File: config.mk
export PLATFORM = sky130hd
export DESIGN_NAME = decoder_stage_controller
export DESIGN_NICKNAME = d
export VERILOG_FILES = /design/src/rtl/decoder_stage_controller.sv
export SDC_FILE = /design/constraint.sdc
export NUM_CORES = 1
export LEC_CHECK = 0
export CAP_MARGIN = 20
export CORE_MARGIN = 3
export CORE_UTILIZATION = 37
export CTS_CLUSTER_DIAMETER = 80
export DETAILED_ROUTE_END_ITERATION = 7
export PLACE_DENSITY = 0.81
export SYNTH_ARGS = -nofsm -noshare
export SYNTH_HDL_FRONTEND = slang
export SYNTH_SLANG_ARGS = --single-unit
File: constraint.sdc
create_clock -name clk -period 3.3 [get_ports clk]
set_clock_uncertainty 0.1 [all_clocks]
set_input_delay 0.33 -clock clk [delete_from_list [all_inputs] [get_ports clk]]
set_output_delay 0.33 -clock clk [all_outputs]
set_load 0.01 [all_outputs]
File: src/rtl/decoder_stage_controller.sv
// Stage sequencer for one decoding window: load, grow/merge iterations, peeling, result hand-off.
// Stage exits are decided from registered OR-reductions of the PU busy and odd flags.
module decoder_stage_controller #(
    parameter int unsigned PU_COUNT       = 64,
    parameter int unsigned STAGE_WIDTH    = 3,
    parameter int unsigned SETTLE_CYCLES  = 3,
    parameter int unsigned GROW_CYCLES    = 2,
    parameter int unsigned MAX_ITER       = 31,
    parameter int unsigned ITER_WIDTH     = 5,
    parameter int unsigned TIMEOUT_CYCLES = 1023,
    parameter int unsigned CYC_WIDTH      = 16
) (
    input  logic                   clk,
    input  logic                   reset,
    input  logic                   start_valid,
    output logic                   start_ready,
    input  logic [PU_COUNT-1:0]    pu_busy,
    input  logic [PU_COUNT-1:0]    pu_odd,
    output logic [STAGE_WIDTH-1:0] global_stage,
    output logic                   result_valid,
    input  logic                   result_ready,
    output logic                   decode_error,
    output logic [ITER_WIDTH-1:0]  iter_count,
    output logic [CYC_WIDTH-1:0]   cycle_count
);

    localparam logic [STAGE_WIDTH-1:0] STAGE_IDLE                = STAGE_WIDTH'(0);
    localparam logic [STAGE_WIDTH-1:0] STAGE_MEASUREMENT_LOADING = STAGE_WIDTH'(1);
    localparam logic [STAGE_WIDTH-1:0] STAGE_GROW                = STAGE_WIDTH'(2);
    localparam logic [STAGE_WIDTH-1:0] STAGE_MERGE               = STAGE_WIDTH'(3);
    localparam logic [STAGE_WIDTH-1:0] STAGE_PEELING             = STAGE_WIDTH'(4);
    localparam logic [STAGE_WIDTH-1:0] STAGE_RESULT_VALID        = STAGE_WIDTH'(5);

    typedef enum logic [STAGE_WIDTH-1:0] {
        StIdle   = STAGE_IDLE,
        StLoad   = STAGE_MEASUREMENT_LOADING,
        StGrow   = STAGE_GROW,
        StMerge  = STAGE_MERGE,
        StPeel   = STAGE_PEELING,
        StResult = STAGE_RESULT_VALID
    } state_e;

    localparam int unsigned SettleW = 4;
    localparam int unsigned GrowW   = (GROW_CYCLES > 1) ? $clog2(GROW_CYCLES) : 1;
    localparam int unsigned TimeW   = (TIMEOUT_CYCLES > 1) ? $clog2(TIMEOUT_CYCLES) : 1;

    localparam logic [SettleW-1:0]    SettleDone = SettleW'(SETTLE_CYCLES);
    localparam logic [GrowW-1:0]      GrowLast   = GrowW'(GROW_CYCLES - 1);
    localparam logic [TimeW-1:0]      TimeLast   = TimeW'(TIMEOUT_CYCLES - 1);
    localparam logic [ITER_WIDTH-1:0] IterMax    = ITER_WIDTH'(MAX_ITER);

    state_e                state_q, state_d;
    logic                  any_busy_q, any_odd_q;
    logic [SettleW-1:0]    settle_q, settle_d;
    logic [TimeW-1:0]      visit_q, visit_d;
    logic [GrowW-1:0]      grow_q, grow_d;
    logic [ITER_WIDTH-1:0] iter_q, iter_d;
    logic [CYC_WIDTH-1:0]  cyc_q, cyc_d;
    logic                  err_q, err_d;
    logic                  settled;
    logic                  working;

    always_ff @(posedge clk) begin
        if (reset) begin
            state_q    <= StIdle;
            any_busy_q <= 1'b0;
            any_odd_q  <= 1'b0;
            settle_q   <= '0;
            visit_q    <= '0;
            grow_q     <= '0;
            iter_q     <= '0;
            cyc_q      <= '0;
            err_q      <= 1'b0;
        end else begin
            state_q    <= state_d;
            any_busy_q <= |pu_busy;
            any_odd_q  <= |pu_odd;
            settle_q   <= settle_d;
            visit_q    <= visit_d;
            grow_q     <= grow_d;
            iter_q     <= iter_d;
            cyc_q      <= cyc_d;
            err_q      <= err_d;
        end
    end

    // Busy is only trusted once the PU stage/busy registers and our reduction have caught up.
    assign settled = (settle_q == SettleDone);
    assign working = state_q inside {StLoad, StGrow, StMerge, StPeel};

    always_comb begin
        state_d  = state_q;
        settle_d = settle_q;
        visit_d  = visit_q;
        grow_d   = grow_q;
        iter_d   = iter_q;
        cyc_d    = cyc_q;
        err_d    = err_q;

        case (state_q)
            StIdle: begin
                if (start_valid) begin
                    state_d = StLoad;
                    iter_d  = '0;
                    cyc_d   = CYC_WIDTH'(1);
                    err_d   = 1'b0;
                end
            end
            StLoad: state_d = StGrow;
            StGrow: begin
                if (grow_q == GrowLast) begin
                    state_d = StMerge;
                end else begin
                    grow_d = grow_q + GrowW'(1);
                end
            end
            StMerge, StPeel: begin
                visit_d = visit_q + TimeW'(1);
                if (!settled) begin
                    settle_d = settle_q + SettleW'(1);
                end
                if (visit_q == TimeLast) begin
                    err_d   = 1'b1;
                    state_d = StResult;
                end else if (settled && !any_busy_q) begin
                    if (state_q == StPeel) begin
                        state_d = StResult;
                    end else if (!any_odd_q) begin
                        state_d = StPeel;
                    end else if (iter_q < IterMax) begin
                        state_d = StGrow;
                    end else begin
                        err_d   = 1'b1;
                        state_d = StResult;
                    end
                end
            end
            StResult: begin
                if (result_ready) begin
                    state_d = StIdle;
                end
            end
            default: state_d = StIdle;
        endcase

        // Per-visit counters restart on every stage change; iterations are counted on GROW entry.
        if (state_d != state_q) begin
            settle_d = '0;
            visit_d  = '0;
            grow_d   = '0;
            if (state_d == StGrow) begin
                iter_d = iter_q + ITER_WIDTH'(1);
            end
        end

        if (working && state_d != StResult && cyc_q != '1) begin
            cyc_d = cyc_q + CYC_WIDTH'(1);
        end
    end

    assign global_stage = state_q;
    assign start_ready  = (state_q == StIdle);
    assign result_valid = (state_q == StResult);
    assign decode_error = err_q;
    assign iter_count   = iter_q;
    assign cycle_count  = cyc_q;

    stage_legal_a: assert property (@(posedge clk) disable iff (reset)
        state_q inside {StIdle, StLoad, StGrow, StMerge, StPeel, StResult});

endmodule

# After elaboration in Yosys (flattened, before gate mapping)
# Index checks and enable logic that the tools add are counted.
totals:
  register_bits: 42
  latchBits: 0
  mem_bits_rw: 0
  rom_bits: 0
  input_bits: 132
  out_inout_bits: 27
  word_cells: 72
  n_memories: 0
classes:
  n_addsub: 5
  n_mul: 0
  n_div: 0
  magnitude_cmp: 1
  eq_ne: 16
  shift: 0
  mux: 24
  bitwise: 1
  n_reduce_logical: 16
ops:
  columns: ["cell", "n"]
  rows:
  - ["64-bit OR reduction", 2]
  - ["16-bit 2-to-1 mux", 3]
  - ["3-bit 2-to-1 mux", 8]
  - ["5-bit 2-to-1 mux", 4]
  - ["16-bit by 1-bit adder with 16-bit output, second input constant", 1]
  - ["16-bit != test, second input constant", 1]
  - ["3-bit != test, second input constant", 5]
  - ["3-bit case mux with 5 select lines", 1]
  - ["10-bit by 1-bit adder with 10-bit output, second input constant", 1]
  - ["10-bit equality test, second input constant", 1]
  - ["3-bit by 2-bit equality test with 1-bit output, second input constant", 3]
  - ["1-bit 2-to-1 mux", 7]
  - ["3-bit equality test, second input constant", 2]
  - ["6-bit AND reduction", 1]
  - ["2-bit nonzero test", 3]
  - ["5-bit by 1-bit adder with 5-bit output, second input constant", 1]
  - ["5-bit less-than comparator, second input constant", 1]
  - ["4-bit by 1-bit adder with 4-bit output, second input constant", 1]
  - ["4-bit by 2-bit equality test with 1-bit output, second input constant", 1]
  - ["2-bit AND reduction", 2]
  - ["4-bit nonzero test", 1]
  - ["2-bit OR reduction", 2]
  - ["3-bit by 1-bit equality test with 1-bit output, second input constant", 1]
  - ["1-bit logical AND", 3]
  - ["other kinds (7)", 7]

# Logic depth before layout (Yosys ltp)
# Gate-level depths: netlist (run 1).
logic_depth:
  depth_word: 12
  ltp_mapped: 11
  ltp_nobuf: 9

# Worst setup path before layout (run 1)
# No wires, ideal clock.
synth_timing:
  path_type: "register -> register"
  from: "reg cyc_q[0] (netlist: cycle_count[0])"
  to: "reg cyc_q[10] (netlist: cycle_count[10])"
  setup_time_ns: 0.122
  arrival_ns: 2.160
  t_required_ns: 3.078
  setup_slack_ns: 0.918
  stages_incl_launch_ff: 9
  path_buffers: 1
  cell_sequence: "dfxtp_1 -> ha_1 -> nand3_2 -> nor3_4 -> a41oi_4 -> and4_1 -> a31o_2 -> buf_2 -> a221o_1"
synth_between:
  elab_chain_cells: 4
  word_cells_on_any_way: 7
synth_rtl:
  columns: ["item", "line_no", "rtl"]
  rows:
  - ["start, declared", "58", "logic [CYC_WIDTH-1:0] cyc_q, cyc_d;"]
  - ["start signal, assigned", "82", "cyc_q <= cyc_d;"]
  - ["parallel branches: the longest is 4 deep, another holds 16-bit by 1-bit adder with 16-bit output", null, null]
# Several ways; the timed one is not identified.
# A chain may end at the register's enable or synchronous reset.

# Worst setup path after layout (run 1)
layout_timing:
  from: "reg cyc_q[0] (netlist: cycle_count[0])"
  to: "reg cyc_q[8] (netlist: cycle_count[8])"
# The elaborated chain is that of the path after synthesis.

==> results of run 1 <==
cell usage in the layout (no fill, tap or decap), types with 9 or more instances in the layout:
cell	n
sky130_fd_sc_hd__nor4_1	36
sky130_fd_sc_hd__a21oi_1	17
sky130_fd_sc_hd__dfxtp_1	42
sky130_fd_sc_hd__nand4_1	12
sky130_fd_sc_hd__xor2_1	9
sky130_fd_sc_hd__nor2_1	36
sky130_fd_sc_hd__and3_1	13
sky130_fd_sc_hd__nand3_1	14
sky130_fd_sc_hd__nand2_1	26
sky130_fd_sc_hd__clkdlybuf4s50_1	158
report_power, final:
| group | leakage (nW) | internal [mW] | total [mW] | switching, mW |
|---|---|---|---|---|
| Combinational | 1.12 | 0.203 | 0.315 | 0.112 |
| Clock | 0.0514 | 0.226 | 0.408 | 0.182 |
| Sequential | 0.340 | 0.516 | 0.533 | 0.0169 |
registers in the layout, indices dropped and copies added, names as in the netlist:
| register | count |
|---|---|
| cycle_count | 16 |
| visit_q | 10 |
| iter_count | 5 |
| settle_q | 4 |
| global_stage | 3 |
| any_busy_q | 1 |
| any_odd_q | 1 |
| decode_error | 1 |
| grow_q | 1 |
worst min path at each step:
stage	startpoint	end	slack (ns)	depth (start not counted)
after floorplan	reset	global_stage[1]	0.31	1
after global placement	grow_q	grow_q	0.35	2
after detailed placement	grow_q	grow_q	0.36	2
after CTS	grow_q	grow_q	0.38	2
after global routing	decode_error	decode_error	0.45	2
final	grow_q	grow_q	0.38	2
layout make-up:
type	instances	area (um2)
clock buffer	6	72.6
clock inverter	2	37.5
fill	543	2170
inverter	7	26.3
multi-input combinational	244	1620
sequential	42	841
tap	77	96.3
timing repair buffer	164	1630
metrics by stage:
step / cell area, um2 / worst slack [ns] / hold WS, ns / instances / total power, mW
final: 4320 / 0.555 / 0.380 / 542 / 1.26
after global routing: 4320 / 0.317 / 0.448 / 542 / 1.31
after CTS: 4320 / 0.548 / 0.380 / 542 / 1.27
after detailed placement: 4210 / 0.572 / 0.361 / 534 / 0.860
after global placement: 4210 / 0.679 / 0.354 / 534 / 0.855
after floorplan: 2540 / 0.918 / 0.309 / 303 / 0.657
cells by family after synthesis:
logic type      after synthesis
xor+xnor                     14
fa+ha+maj                     5
simple gates                167
compound gates               49
mux                           9
flops                        42
buf+inv                      17
layer usage:
metal,track usage [%],vias up
met3,6.82,26
met1,26.0,1348
met2,41.1,126
met5,0,-
li1,-,1472
met4,9.48,0
critical path: stages, from the launching register on:
cell and delay [ns]:
sky130_fd_sc_hd__dfxtp_1 0.42, sky130_fd_sc_hd__ha_1 0.25, sky130_fd_sc_hd__nand3_2 0.14, sky130_fd_sc_hd__nor3_4 0.30, sky130_fd_sc_hd__a41oi_4 0.19, sky130_fd_sc_hd__and4_4 0.25
sky130_fd_sc_hd__a2111oi_4 0.57, sky130_fd_sc_hd__buf_4 0.25, sky130_fd_sc_hd__a21oi_1 0.05, sky130_fd_sc_hd__mux2i_1 0.15
==> summary.md, run 1 <==
- **run status** complete, no violations
- **classification of the worst-slack hold path** reg2reg
- **number of enable flip-flop cells after synthesis** 0
- **final weighted congestion in routability-driven placement** 0.864
- **number of global-route vias before repair** 3,048
- **CTS-repair resized insts** 0
- **number of antenna repair diodes** 0
- **proportion of layout cells with a drive suffix above 1** 6.02%
- **static leakage** 1.51 nW
- **yosys synthesis warning count** 0
- **worst setup path endpoint** cycle_count[8]
- **Total Wirelength** 8880 um
- **normalized max-slew margin** 58.6%
- **Avg WL per Cell** 16.4 um
- **proportion of synthesized chip area in sequential cells** 33.1%
- **Post-Syn Area per Cell** 8.39 um2
- **sort of element at the start of the critical path** flip-flop
- **multiplexer fraction of the synthesized cell area** 3.59%
- **register bit count reported by yosys** 42
- **worst r2r dst** cycle_count[8]
- **post-layout net count** 601
- **dpl hpwl** 7480 um
- **GRT overflow** 0
- **detailed-route DRC error count** 0
- **async set or reset register ratio after synthesis** 0%
- **initial cell density of the core** 39.1%
- **core region area** 6490 um2
- **post-CTS setup-driven buffer insertion count** 0
- **buffer type at the clock tree root** sky130_fd_sc_hd__clkbuf_8
- **global routing usage summed across all routing layers** 23.2%
- **deepest level of the CTS H-tree** 2
- **endpoints failing setup** 0
- **slack of the worst reg-to-reg path** 0.56 ns
- **vias per inst** 5.48
- **count of standard-cell rows** 29
- **Layout Utilization** 66.6%
- **leading register cell type out of synthesis** sky130_fd_sc_hd__dfxtp_1
- **global-route wire length before repair** 14,100 um
- **Synth Area in Compound Gates** 15.7%
- **Synth Area in Adders** 2.46%
- **number of buffers on the longest clock path** 2
- **Setup Crit Path Kind** reg2reg
- **Post-Synthesis Net Count** 440
- **launch point of the critical path** cycle_count[0]
- **max-capacitance violation count** 0
- **clock slew seen by the registers of the worst setup and hold paths** 0.09 ns
- **Synth Area in Simple Gates** 37.2%
- **hold-fix buffer count after cts** 0
- **source-to-sink clock delay at the later pin of the worst-skew pair** 0.30 ns
- **1st-iter DRT viols** 177
- **Power Dens Cells** 291 nW/um2
- **via total after detailed routing** 2,972
- **Synth-to-Final Area Change** 70.0%
- **Final Slew Violations** 0
- **worst-path fanout max** 8
- **height of the chip** 88.9 um
- **shortest period the worst path allows** 2.74 ns
- **Port Buffer Count** 158
- **worst endpoint data arrival time** 2.88 ns
- **slew at the pin closest to its max-slew limit** 0.621 ns
- **met2 routed WL** 4470 um
- **most used standard cells in the synthesized netlist** 42 x sky130_fd_sc_hd__dfxtp_1, 36 x sky130_fd_sc_hd__nor2_1, 36 x sky130_fd_sc_hd__nor4_1
- **peak clock frequency supported by timing** 364 MHz
- **DRT met1 WL** 3430 um
- **antenna violations before repair** 0
- **count of nets left with antenna violations after detail routing** 0
- **hold violation count in the final report** 0
- **share of the synthesized area in the top cell type** 33.1%
- **count of TritonRoute iterations in the first routing pass** 6
- **area of the die** 7900 um2
- **number of buffers inserted during clock tree synthesis** 5
- **post-synth cell types** 52
- **post-route clock period utilization** 83.2%
- **CTS tree** yes
- **Register-to-Register Path Depth** 9
- **largest area contributor in the netlist** sky130_fd_sc_hd__dfxtp_1
- **met3 routed WL** 672 um
- **maximum VDD drop** 0.209 mV
- **reg-to-reg startpoint** cycle_count[0]
- **cell types occupying the most area after synthesis** sky130_fd_sc_hd__dfxtp_1 33%, sky130_fd_sc_hd__nor4_1 8.9%, sky130_fd_sc_hd__nor2_1 5.3%
- **Die Wd** 88.9 um
- **RSZ-0062 raised after global routing** false
- **required time of the critical path** 3.43 ns
- **accumulated negative setup slack** 0 ns
- **fraction of synthesized cell area in xor and xnor cells** 4.82%
- **I/O pin count** 159
- **type of destination of the critical path** flip-flop
- **most repeated cell in the gate-level netlist after synthesis** sky130_fd_sc_hd__dfxtp_1
- **cell count after synthesis** 303
- **largest net degree at the start of global routing** 28
- **netlist area before placement** 2540 um2
- **uppermost routed layer** met4
- **combinational family with the most area after synthesis** simple AND/OR/NAND/NOR gates
- **Clock Sink Count** 42
Power figures use the tool's default switching activity.
==> inputs of run 2 (changes only) <==
==> constraint.sdc (replaced) <==
create_clock -name clk -period 2.59 [get_ports clk]
set_clock_uncertainty 0.1 [all_clocks]
set_input_delay 0.259 -clock clk [delete_from_list [all_inputs] [get_ports clk]]
set_output_delay 0.259 -clock clk [all_outputs]
set_load 0.01 [all_outputs]
==> summary.md, run 2 (synthesis gave the netlist of run 1 again) <==
- **count of nets left with antenna violations after detail routing** 0
- **multi-input logic area** 1640 um2
- **Int Power** 1.23 mW
- **most common library cell in the layout ignoring fill and taps** sky130_fd_sc_hd__clkdlybuf4s50_1
- **global routing usage summed across all routing layers** 23.4%
- **worst endpoint data arrival time** 2.58 ns
- **initial cell density of the core** 39.1%
- **Avg WL per Cell** 16.3 um
- **detailed-route DRC error count** 0
- **number of fill cells in the layout** 518
- **Top Family by Delay on Critical Path** simple AND/OR/NAND/NOR gates
- **buffer type at the clock tree root** sky130_fd_sc_hd__clkbuf_8
- **via total after detailed routing** 3,018
- **peak clock frequency supported by timing** 406 MHz
- **Clock Sink Count** 42
- **hold violation count in the final report** 0
- **proportion of layout cells with a drive suffix above 1** 8.58%
- **largest incremental delay on the critical path** 0.35 ns
- **type of destination of the critical path** flip-flop
- **deepest level of the CTS H-tree** 2
- **static leakage** 1.59 nW
- **setup slack at placement** -0.0857 ns
- **1st-iter DRT viols** 129
- **number of buffers inserted during clock tree synthesis** 5
- **CTS tree** yes
- **vias per inst** 5.44
- **core region area** 6490 um2
- **count of standard-cell rows** 29
- **shortest period the worst path allows** 2.46 ns
- **endpoints failing setup** 0
- **number of buffers on the longest clock path** 2
- **Final Slew Violations** 0
- **count of TritonRoute iterations in the first routing pass** 4
- **GRT overflow** 0
- **run status** complete, no violations
- **antenna violations before repair** 0
- **combinational cell fraction of total power** 27.3%
- **worst-path cell chain** ha_1 > nand3_2 > nor3_4 > a41oi_4 > and4_4 > a2111oi_4 > buf_4 > a21oi_1 > mux2i_1
- **register area** 841 um2
- **slowest stage cell, crit path** sky130_fd_sc_hd__dfxtp_1
- **normalized max-slew margin** 58.0%
- **relative contribution of the clock network to total power** 31.2%
- **dpl hpwl** 7660 um
- **accumulated negative setup slack** 0 ns
- **sort of element at the start of the critical path** flip-flop
- **number of antenna repair diodes** 0
- **net switching share of the total power** 24.2%
- **Synth-to-Final Area Change** 75.0%
- **switching power** 0.393 mW
- **post-layout net count** 614
- **area of the die** 7900 um2
- **top library cells by usage in the layout, fill and taps aside** 158 x sky130_fd_sc_hd__clkdlybuf4s50_1, 42 x sky130_fd_sc_hd__dfxtp_1, 36 x sky130_fd_sc_hd__nor2_1, 36 x sky130_fd_sc_hd__nor4_1, 26 x sky130_fd_sc_hd__nand2_1
- **clock slew seen by the registers of the worst setup and hold paths** 0.08 ns
- **required time of the critical path** 2.71 ns
- **hold-fix buffer count after cts** 0
- **largest net degree at the start of global routing** 28
- **worst-path fanout max** 14
- **Reg power frac** 41.4%
- **slew at the pin closest to its max-slew limit** 0.626 ns
- **max-capacitance violation count** 0
- **post-route clock period utilization** 95.0%
- **maximum VDD drop** 0.250 mV
- **Setup Crit Path Kind** reg2reg
- **number of global-route vias before repair** 3,003
- **classification of the worst-slack hold path** reg2reg
- **I/O pin count** 159
- **height of the chip** 88.9 um
- **Power Dens Cells** 364 nW/um2
- **Total Wirelength** 9070 um
- **global-route wire length before repair** 14,300 um
- **max reg flops** 16
- **final weighted congestion in routability-driven placement** 0.864
- **source-to-sink clock delay at the later pin of the worst-skew pair** 0.29 ns
- **Final WS setup** 0.129 ns
- **Port Buffer Count** 158
- **worst path bufs/invs** 1
- **Die Wd** 88.9 um
[run 2: final timing paths]
kind	startpoint	to	slack [ns]	depth (start not counted)
hold / removal	grow_q	grow_q	0.40	2
setup / recovery	cycle_count[0]	cycle_count[7]	0.13	9
hold reg to reg	grow_q	grow_q	0.40	2
setup reg to reg	cycle_count[0]	cycle_count[7]	0.13	9
[run 2: power groups by stage]
stage | sequential [mW] | combinational [mW] | clock [mW]
after CTS | 0.671 | 0.432 | 0.523
after global routing | 0.673 | 0.475 | 0.546
final | 0.672 | 0.443 | 0.506
after floorplan | 0.689 | 0.149 | 0
after detailed placement | 0.687 | 0.425 | 0
after global placement | 0.686 | 0.417 | 0
[run 2: area by class of cell]
| cell class | count | share of cell area, % |
|---|---|---|
| flip-flops and latches | 42 | 18.9 |
| well taps | 77 | 2.17 |
| inverters | 7 | 0.591 |
| clock buffers | 7 | 1.72 |
| clock inverters | 1 | 0.675 |
| multi-input cells | 244 | 36.9 |
| repair buffers | 177 | 39.0 |
[run 2: through the flow]
step	cell area, um2	hold WS (ns)	instances	total power [mW]	utilization (%)
6_report	4450	0.395	555	1.62	68.5
5_1_grt	4450	0.440	555	1.69	68.5
4_1_cts	4410	0.395	553	1.63	67.9
3_5_place_dp	4300	0.376	545	1.11	66.1
3_3_place_gp	4300	0.349	545	1.10	66.1
2_1_floorplan	2540	0.238	303	0.837	-
[run 2: per-layer routing]
metal  vias up  part of all wire, %  wire, um  track usage, %
met5         -                    0         0               0
met2       113                   53      4780            43.5
li1       1495                    -         -               -
met1      1396                   40      3600            26.6
met3        14                  5.7       516            5.53
met4         0                  1.8       164            6.32
[run 2: worst reg2reg max path: cells and delay by family (launching register included)]
kind            cells  cell delay [ns]
simple gates        3             0.71
compound gates      3             0.59
flops               1             0.35
buf+inv             1             0.26
fa+ha+maj           1             0.23
mux                 1             0.16
[run 2: what timing repair did]
action	CTS	global route
gates cloned	0	0
gates resized for setup	1	2
endpoints found under the setup margin	15	22
endpoints found under the hold margin	0	0
buffers inserted	0	2
==> inputs of run 3 (changes only) <==
--- a/config.mk
+++ b/config.mk
@@ -10,7 +10,9 @@
 export CORE_UTILIZATION = 37
 export CTS_CLUSTER_DIAMETER = 80
 export DETAILED_ROUTE_END_ITERATION = 7
+export GPL_ROUTABILITY_DRIVEN = 0
 export PLACE_DENSITY = 0.81
+export RECOVER_POWER = 25
 export SYNTH_ARGS = -nofsm -noshare
 export SYNTH_HDL_FRONTEND = slang
 export SYNTH_SLANG_ARGS = --single-unit
==> constraint.sdc (replaced) <==
create_clock -name clk -period 2.6 [get_ports clk]
set_clock_uncertainty 0.1 [all_clocks]
set_input_delay 0.26 -clock clk [delete_from_list [all_inputs] [get_ports clk]]
set_output_delay 0.26 -clock clk [all_outputs]
set_load 0.01 [all_outputs]
==> summary.md, run 3 (synthesis gave the netlist of run 1 again) <==
- **slack of the worst reg-to-reg path** 0.16 ns
- **Port Buffer Count** 158
- **buffer type at the clock tree root** sky130_fd_sc_hd__clkbuf_8
- **post-route clock period utilization** 93.9%
- **sort of element at the start of the critical path** flip-flop
- **run status** complete, no violations
- **count of TritonRoute iterations in the first routing pass** 4
- **worst-path fanout max** 27
- **1st-iter DRT viols** 154
- **largest net degree at the start of global routing** 28
- **count of standard-cell rows** 29
- **type of destination of the critical path** flip-flop
- **vias per inst** 5.44
- **Setup Crit Path Kind** reg2reg
- **GRT overflow** 0
- **antenna violations before repair** 0
- **launch point of the critical path** settle_q[0]
- **height of the chip** 88.9 um
- **switching power** 0.384 mW
- **worst r2r dst** cycle_count[9]
- **Die Wd** 88.9 um
- **shortest period the worst path allows** 2.44 ns
- **global-route wire length before repair** 14,200 um
- **source-to-sink clock delay at the later pin of the worst-skew pair** 0.29 ns
- **Register-to-Register Path Depth** 9
- **post-layout net count** 611
- **hold violation count in the final report** 0
- **slew at the pin closest to its max-slew limit** 0.617 ns
- **Final Slew Violations** 0
- **relative contribution of the clock network to total power** 27.7%
- **core region area** 6490 um2
- **required time of the critical path** 2.68 ns
- **initial cell density of the core** 39.1%
- **Power Dens Cells** 346 nW/um2
- **Int Power** 1.14 mW
- **count of non-filler cells in the finished layout** 552
- **most common library cell in the layout ignoring fill and taps** sky130_fd_sc_hd__clkdlybuf4s50_1
- **combinational cell fraction of total power** 28.3%
- **max-capacitance violation count** 0
- **Reg power frac** 44.0%
- **number of buffers inserted during clock tree synthesis** 5
- **worst setup path endpoint** cycle_count[9]
- **net switching share of the total power** 25.1%
- **proportion of layout cells with a drive suffix above 1** 8.63%
- **via total after detailed routing** 3,004
- **accumulated negative setup slack** 0 ns
- **max reg flops** 16
- **top library cells by usage in the layout, fill and taps aside** 142 x sky130_fd_sc_hd__clkdlybuf4s50_1, 41 x sky130_fd_sc_hd__dfxtp_1, 36 x sky130_fd_sc_hd__nor2_1, 36 x sky130_fd_sc_hd__nor4_1, 26 x sky130_fd_sc_hd__nand2_1
- **I/O pin count** 159
- **Synth-to-Final Area Change** 73.5%
- **RSZ-0062 raised after global routing** false
- **hold-fix buffer count after cts** 0
- **placed instance count** 543
- **worst-path cell chain** ha_1 > nor4b_4 > buf_4 > a31oi_1 > o21ai_2 > nor2_4 > a31o_4 > and3_1 > a221o_1
- **dpl hpwl** 7690 um
- **Avg WL per Cell** 16.2 um
- **CTS tree** yes
- **largest incremental delay on the critical path** 0.37 ns
- **reg-to-reg startpoint** settle_q[0]
- **detailed-route DRC error count** 0
- **global routing usage summed across all routing layers** 23.2%
- **number of buffers on the longest clock path** 2
- **maximum VDD drop** 0.173 mV
- **normalized max-slew margin** 58.6%
- **Clock Sink Count** 42
- **peak clock frequency supported by timing** 409 MHz
- **clock slew seen by the registers of the worst setup and hold paths** 0.08 ns
- **Total Wirelength** 8960 um
- **area of the die** 7900 um2
- **static leakage** 1.62 nW
- **deepest level of the CTS H-tree** 2
- **classification of the worst-slack hold path** reg2reg
- **number of antenna repair diodes** 0
- **number of global-route vias before repair** 2,975
- **slowest stage cell, crit path** sky130_fd_sc_hd__dfxtp_1
- **endpoints failing setup** 0
- **worst endpoint data arrival time** 2.52 ns
- **worst hold start** grow_q
- **count of nets left with antenna violations after detail routing** 0
[run 3: routing by layer]
layer / global-route usage [%] / vias up / wire [um]
met5: 0 / - / 0
met1: 27.1 / 1376 / 3580
met4: 6.04 / 0 / 157
met3: 5.99 / 15 / 595
met2: 41.9 / 120 / 4630
li1: - / 1493 / -
[run 3: what timing repair did]
action / in CTS / in global routing
setup buffers: 0 / 1
endpoints found under the setup margin: 0 / 23
endpoints found under the hold margin: 0 / 0
gates resized for setup: 0 / 5
[run 3: worst max-delay path: cells and delay by family (launching register included)]
family | cells | cell delay, ns
compound gates | 4 | 0.84
simple gates | 3 | 0.61
flops | 1 | 0.37
fa+ha+maj | 1 | 0.23
buf+inv | 1 | 0.18
[run 3: through the flow]
step / cell area (um2) / utilization (%) / power (mW) / hold WS, ns / setup slack (ns)
after floorplan: 2540 / - / 0.834 / 0.239 / 0.218
after CTS: 4370 / 67.3 / 1.53 / 0.402 / 0.0593
after global placement: 4280 / 65.9 / 1.10 / 0.357 / 0.142
final: 4410 / 67.9 / 1.53 / 0.406 / 0.158
after detailed placement: 4280 / 65.9 / 1.11 / 0.384 / 0.0752
after global routing: 4410 / 67.9 / 1.61 / 0.425 / 0.00747
[run 3: power by group through the flow]
| stage | clock network [mW] | registers, mW | logic (mW) |
|---|---|---|---|
| after global routing | 0.466 | 0.674 | 0.466 |
| final | 0.424 | 0.672 | 0.432 |
| after floorplan | 0 | 0.686 | 0.148 |
| after detailed placement | 0 | 0.686 | 0.424 |
| after global placement | 0 | 0.685 | 0.415 |
| after CTS | 0.437 | 0.671 | 0.426 |
[run 3: final cells by class]
type | count | area [um2]
clock buffer | 7 | 86.3
clock inverter | 1 | 5.00
fill | 541 | 2080
inverter | 7 | 26.3
multi-input combinational | 244 | 1650
sequential | 42 | 842
tap | 77 | 96.3
timing repair buffer | 174 | 1700
[run 3: how the worst min path moves through the flow]
stage                 endpoint  slack (ns)  cells after the start
6_report                grow_q        0.41                      2
5_1_grt          iter_count[2]        0.42                      2
4_1_cts                 grow_q        0.40                      2
3_5_place_dp            grow_q        0.38                      2
3_3_place_gp            grow_q        0.36                      2
2_1_floorplan  global_stage[1]        0.24                      1
